===== src/rtl/mod_74x_counter_bank_if.sv =====
// mod_74x_counter_bank_if: control, data and status bundle for the counter bank
//   master: drives CLR_CH, EN, UP, LOAD, D; observes Q, TC, OVF
//   slave : the counter bank itself
interface mod_74x_counter_bank_if #(
    parameter int WIDTH = 4,
    parameter int CHANNELS = 2
);
    logic [CHANNELS-1:0] CLR_CH, EN, UP, LOAD, TC, OVF;
    logic [CHANNELS*WIDTH-1:0] D, Q;
    modport master (output CLR_CH, EN, UP, LOAD, D, input Q, TC, OVF);
    modport slave (input CLR_CH, EN, UP, LOAD, D, output Q, TC, OVF);
endinterface


===== src/rtl/mod_74x_counter_bank.sv =====
// mod_74x_counter_bank: bank of up/down counters with load, clears, terminal count and sticky wrap flag
//   CLK      falling-edge clock for all state
//   CLR      global synchronous clear, active-high
//   bus      CLR_CH/EN/UP/LOAD/D per-channel controls; Q counts, TC terminal count, OVF sticky wrap
module mod_74x_counter_bank #(
    parameter int WIDTH = 4,
    parameter int CHANNELS = 2,
    parameter int CASCADE = 0
) (
    input logic CLK,
    input logic CLR,
    mod_74x_counter_bank_if.slave bus
);
    localparam logic [WIDTH-1:0] ONE = WIDTH'(1);
    logic [CHANNELS*WIDTH-1:0] q = '0;
    logic [CHANNELS-1:0] ovf = '0;
    logic [CHANNELS-1:0] ce, tc;
    logic carry;
    logic [WIDTH-1:0] v;
    // carry ripples the previous channel's TC so cascaded channels only step on a lower wrap
    always_comb begin
        ce = '0;
        tc = '0;
        carry = 1'b1;
        v = '0;
        for (int i = 0; i < CHANNELS; i++) begin
            v = q[i*WIDTH +: WIDTH];
            ce[i] = bus.EN[i] & (CASCADE == 0 || carry);
            tc[i] = ce[i] & (bus.UP[i] ? &v : ~|v);
            carry = tc[i];
        end
    end
    always_ff @(negedge CLK) begin
        if (CLR) begin
            q <= '0;
            ovf <= '0;
        end else begin
            for (int i = 0; i < CHANNELS; i++) begin
                if (bus.CLR_CH[i] | bus.LOAD[i]) begin
                    q[i*WIDTH +: WIDTH] <= bus.CLR_CH[i] ? '0 : bus.D[i*WIDTH +: WIDTH];
                    ovf[i] <= 1'b0;
                end else if (ce[i]) begin
                    q[i*WIDTH +: WIDTH] <= bus.UP[i] ? q[i*WIDTH +: WIDTH] + ONE : q[i*WIDTH +: WIDTH] - ONE;
                    ovf[i] <= ovf[i] | tc[i];
                end
            end
        end
    end
    assign bus.Q = q;
    assign bus.OVF = ovf;
    assign bus.TC = tc;
endmodule


===== src/flat_wrapper.sv =====
// flat-port wrapper written by rule: the top's interface ports become plain ports
module mod_74x_counter_bank_flat 
#(
    parameter int WIDTH = 4,
    parameter int CHANNELS = 2,
    parameter int CASCADE = 0
)
  (CLK, CLR, bus_CLR_CH, bus_EN, bus_UP, bus_LOAD, bus_D, bus_Q, bus_TC, bus_OVF);
  mod_74x_counter_bank_if #(.WIDTH(WIDTH), .CHANNELS(CHANNELS)) bus_i ();
  input logic CLK;
  input logic CLR;
  input wire logic [$bits(bus_i.CLR_CH)-1:0] bus_CLR_CH;
  input wire logic [$bits(bus_i.EN)-1:0] bus_EN;
  input wire logic [$bits(bus_i.UP)-1:0] bus_UP;
  input wire logic [$bits(bus_i.LOAD)-1:0] bus_LOAD;
  input wire logic [$bits(bus_i.D)-1:0] bus_D;
  output wire logic [$bits(bus_i.Q)-1:0] bus_Q;
  output wire logic [$bits(bus_i.TC)-1:0] bus_TC;
  output wire logic [$bits(bus_i.OVF)-1:0] bus_OVF;
  assign bus_i.CLR_CH = bus_CLR_CH;
  assign bus_i.EN = bus_EN;
  assign bus_i.UP = bus_UP;
  assign bus_i.LOAD = bus_LOAD;
  assign bus_i.D = bus_D;
  assign bus_Q = bus_i.Q;
  assign bus_TC = bus_i.TC;
  assign bus_OVF = bus_i.OVF;
  mod_74x_counter_bank #(.WIDTH(WIDTH), .CHANNELS(CHANNELS), .CASCADE(CASCADE)) u_core (.CLK(CLK), .CLR(CLR), .bus(bus_i));
endmodule

===== config.mk =====
export PLATFORM = sky130hd
export DESIGN_NAME = mod_74x_counter_bank_flat
export DESIGN_NICKNAME = d
export VERILOG_FILES = /design/src/rtl/mod_74x_counter_bank_if.sv /design/src/rtl/mod_74x_counter_bank.sv /design/src/flat_wrapper.sv
export SDC_FILE = /design/constraint.sdc
export NUM_CORES = 1
export LEC_CHECK = 0
export CAP_MARGIN = 10
export CORE_UTILIZATION = 37
export CTS_CLUSTER_SIZE = 30
export DETAILED_ROUTE_END_ITERATION = 16
export PLACE_DENSITY = 0.84
export SLEW_MARGIN = 15
export SYNTH_ARGS = -nofsm -noshare
export SYNTH_HDL_FRONTEND = slang
export SYNTH_SLANG_ARGS = --single-unit
export TNS_END_PERCENT = 30

===== constraint.sdc =====
create_clock -name CLK -period 1.5 [get_ports CLK]
set_clock_uncertainty 0.1 [all_clocks]
set_input_delay 0.225 -clock CLK [delete_from_list [all_inputs] [get_ports CLK]]
set_output_delay 0.225 -clock CLK [all_outputs]
set_load 0.02 [all_outputs]

Word-level counts from Yosys, hierarchy flattened
Cells that the tools add are included.
Storage, ports and cells
  bits in registers: 10
Cells by class
  add/sub/neg operators: 4
  mux-type cells: 10
  bitwise gates (word level): 6
  reduce and logical (&&, ||, !) cells: 10
Operator list (count)
  $mux W4: 8
  $add A4 B1 Y4 const B: 2
  $reduce_and A4 Y1: 2
  $reduce_or A4 Y1: 2
  $sub A4 B1 Y4 const B: 2
  $or A1 B1 Y1: 4
  $reduce_bool A2 Y1: 2
  $reduce_or A2 Y1: 2
  $and A1 B1 Y1: 2
  $logic_not A1 Y1: 2
  $mux W1: 2

Longest topological paths before layout
  word-level depth: 5
  gate-level depth with buffers: 6
  depth with buffers taken out: 6

==> impl_metrics.sql <==
INSERT INTO impl_metrics (metric_group, metric, value, unit) VALUES
('global_route', 'vias_in_the_first_global_route', '824', ''),
('die', 'io-pin-count', '30', ''),
('power_and_ir_drop', 'p_leak', '0.6396', 'nW'),
('finish', 'sequential_cell_area', '225.2', 'µm²'),
('global_route', 'wire_length_of_the_first_global_routing_pass', '3.477', 'mm'),
('detailed_routing', 'routed_wirelength', '2.339', 'mm'),
('synth', 'syn_area', '693.2', 'µm²'),
('finish', 'multi_input_logic_area', '563.0', 'µm²'),
('power_and_ir_drop', 'pd_cells', '652.3', 'nW/µm²'),
('place', 'routabilityCongestion', '0.8794', ''),
('synth', 'synth.net_count', '107', ''),
('clocking', 'cts_sinks', '10', ''),
('sta', 'final-max-slew-violation-count', '0', ''),
('sta', 'fin_ws', '-1.138', 'ns'),
('worst_hold_path', 'hold_wc_path_type', 'flip-flop to flip-flop', ''),
('critical_path', 'cp_data_required_time', '1.17', 'ns'),
('die', 'die_height', '45.29', 'µm'),
('detailed_routing', 'dr.pass1.iters', '4', ''),
('synth', 'yosysTopAreaCell', 'dfxtp_1', ''),
('power_and_ir_drop', 'totalPowerFinal', '925.5', 'µW'),
('place', 'post_dp_cell_area', '1157', 'µm²'),
('synth', 'synth_top_cells_by_area', 'dfxtp_1 (29%), nor3_1 (7.9%), a21oi_1 (7.2%)', ''),
('synth', 'yosys_cell_types', '32', ''),
('global_route', 'grt_antenna_before_repair', '0', ''),
('synth', 'synthesis.instances', '83', ''),
('global_route', 'global_route.usage.met3', '0.05600', ''),
('sta', 'setup-violations-final', '22', ''),
('sta', 'rsz0062_at_grt', 'true', ''),
('finish', 'area_growth_syn_to_layout', '104.7', '%'),
('place', 'port-buffer-count', '29', ''),
('global_route', 'groute.usage.overall', '0.2402', ''),
('clocking', 'htreeDepth', '1', ''),
('synth', 'syn_avg_cell_area', '8.351', 'µm²'),
('finish', 'postLayoutCellArea', '1419', 'µm²'),
('clocking', 'clockBufferDepth', '2', ''),
('critical_path', 'timing.rr.end', 'u_core.bus.Q[5]', ''),
('detailed_routing', 'route.vias.total', '871', ''),
('finish', 'layout-drive-gt1-share', '0.5143', ''),
('global_route', 'use_met2', '0.4493', ''),
('worst_hold_path', 'hold_critical_path_depth', '1', ''),
('finish', 'number_of_nets_in_the_layout', '165', ''),
('clocking', 'cts.clk_slew.worst_paths', '0.04', 'ns'),
('sta', 'finalHoldViolCount', '0', ''),
('detailed_routing', 'remaining_drc_errors', '0', ''),
('die', 'rows', '15', ''),
('clocking', 'worstSkewPairLatency', '0.33', 'ns'),
('detailed_routing', 'drt-wirelength-per-cell', '14.18', 'µm'),
('clocking', 'cts_made_buffers', '3', ''),
('finish', 'num_antenna_cells', '0', ''),
('critical_path', 'timing.critical_path.fanout_max', '2', ''),
('critical_path', 'reg2reg_slack', '-0.26', 'ns'),
('clocking', 'cts_tree', 'yes', ''),
('global_route', 'grt_overflow', '0', ''),
('outcome', 'status', 'complete, but fails checks', ''),
('run', 'max_cap_violations', '0', ''),
('synth', 'ys.warnings.count', '0', ''),
('sta', 'relSlewSlack', '0.8009', ''),
('detailed_routing', 'vias_per_cell', '5.279', ''),
('global_route', 'busiest_layer', 'met2', ''),
('critical_path', 'critical_path_arrival', '2.31', 'ns'),
('die', 'chip_width', '45.29', 'µm'),
('die', 'floorplan.core_area', '1745', 'µm²'),
('outcome', 'failing_checks', 'negative setup slack', ''),
('global_route', 'largest_net_degree_at_the_start_of_global_routing', '10', ''),
('critical_path', 'worst_setup_path_end_kind', 'output port', ''),
('synth', 'flops_latches_synth', '10', ''),
('worst_hold_path', 'end_point_of_the_worst_hold_path', 'u_core.bus.OVF[0]', ''),
('place', 'dp_worst_slack', '-1.276', 'ns'),
('clocking', 'clockRootBuffer', 'clkbuf_4', ''),
('detailed_routing', 'ant_nets', '0', ''),
('power_and_ir_drop', 'irDropWorstVdd', '0.3831', 'mV'),
('finish', 'num-fill-cells', '118', ''),
('worst_hold_path', 'hold_path_startpoint', 'u_core.bus.OVF[0]', ''),
('die', 'floorplan.initialDensity', '0.3971', ''),
('critical_path', 'crit-reg2reg-launch', 'u_core.bus.Q[5]', ''),
('critical_path', 'criticalPathCategory', 'flip-flop to output port', ''),
('critical_path', 'cp-start-kind', 'flip-flop', ''),
('synth', 'synth_seq_area_share', '0.2888', ''),
('synth', 'post-synth-top-area-fraction', '0.2888', ''),
('place', 'detailedPlacementHpwl', '1.515', 'mm'),
('global_route', 'grt_use_met1', '0.2328', ''),
('detailed_routing', 'drt-initial-drc-count', '7', ''),
('critical_path', 'worstRegToRegCells', '7', ''),
('sta', 'worst_slew_pin_slew', '0.2964', 'ns'),
('die', 'die_area', '2051', 'µm²');
-- how the worst max path moves through the flow --
stage	cells past startpoint	startpoint	endpoint
global route	4	u_core.bus.Q[4]	bus_TC[1]
floorplan	4	u_core.bus.Q[4]	bus_TC[1]
finish	4	u_core.bus.Q[4]	bus_TC[1]
detailed placement	4	u_core.bus.Q[4]	bus_TC[1]
global placement	4	u_core.bus.Q[4]	bus_TC[1]
CTS	4	u_core.bus.Q[7]	bus_TC[1]
-- report_power, final --
part	switching [mW]	internal (mW)	leakage, nW
Clock	0.172	0.132	0.0671
Combinational	0.149	0.183	0.485
Sequential	0.0124	0.277	0.0875
Total	0.333	0.592	0.640
-- cell families after synthesis --
logic type,share of synthesized area
buffers and inverters,0.06317
AOI/OAI and AO/OA,0.1715
muxes,0.02888
and+or+nand+nor,0.2419
xor gates and xnor gates,0.07581
adders and majority gates,0.1300
DFF,0.2888
-- sequential cells by signal, indices dropped and copies added, names as in the netlist --
signal and cells:
u_core.bus.OVF 2, u_core.bus.Q 8
-- area by class of cell --
| cell class | count | share of cell area |
|---|---|---|
| Multi-Input combinational cell | 63 | 0.3968 |
| Timing Repair Buffer | 50 | 0.3598 |
| Sequential cell | 10 | 0.1587 |
| Clock inverter | 11 | 0.02998 |
| Tap cell | 25 | 0.02205 |
| Inverter | 3 | 0.01675 |
| Clock buffer | 3 | 0.01587 |
-- metal layers --
metal | wire [µm] | vias up
li1 | - | 420
met1 | 856 | 413
met2 | 1328 | 34
met3 | 105 | 4
met4 | 48 | 0
met5 | 0 | -
-- layout by cell type, fill, tap and decap left out, types with 4 or more instances in the layout --
master / instances
a21oi_1: 6
nor2_1: 4
xnor2_1: 5
dlygate4sd2_1: 4
inv_1: 11
dfxtp_4: 5
a21oi_2: 4
nor3_1: 7
buf_4: 10
clkdlybuf4s50_1: 8
dfxtp_2: 5
buf_6: 23
-- repair_timing --
| action | 4_1_cts | 5_1_grt |
|---|---|---|
| setup buffers | 3 | 2 |
| hold buffers | 0 | 0 |
| cloned | 0 | 0 |
| endpoints found under the setup margin | 22 | 22 |
| resized for setup | 112 | 31 |
| pin swaps | 7 | 8 |
-- worst max-delay path: stages (launching register included) --
cell and delay, ns:
dfxtp_4 0.33, or4_1 0.50, mux2i_1 0.15, and2_4 0.17, buf_6 0.11
-- per-stage QoR --
step                      utilization  setup TNS, ns  std cells  hold slack [ns]
after global routing           0.8129         -10.45        165           0.3992
after detailed placement       0.6631         -18.83        148           0.3682
after floorplan                     -         -6.290         83           0.4933
after CTS                      0.7599         -10.43        164           0.3790
final                          0.8129         -9.561        165           0.3838
after global placement         0.6631         -18.28        148           0.3478
-- cells in the mapped netlist --
cell,instances
nor2_1,4
o211a_1,1
nor4_1,2
ha_1,4
nor3_1,11
o21ai_0,1
nor2b_1,1
fa_1,2
and3_1,1
nand4_1,1
buf_4,1
xor2_1,1
nand2_1,2
a21oi_1,10
xnor2_1,5
inv_1,4
or4_1,1
nand3_1,2
a211oi_1,2
or4b_1,1
a21boi_0,1
and2_2,1
buf_2,2
clkbuf_1,3
and4_1,1
o211ai_1,1
o32ai_1,1
o21a_1,1
nor3b_1,2
a21o_1,1
dfxtp_1,10
mux2i_1,2
No activity file was read; power rests on OpenSTA's default activity.
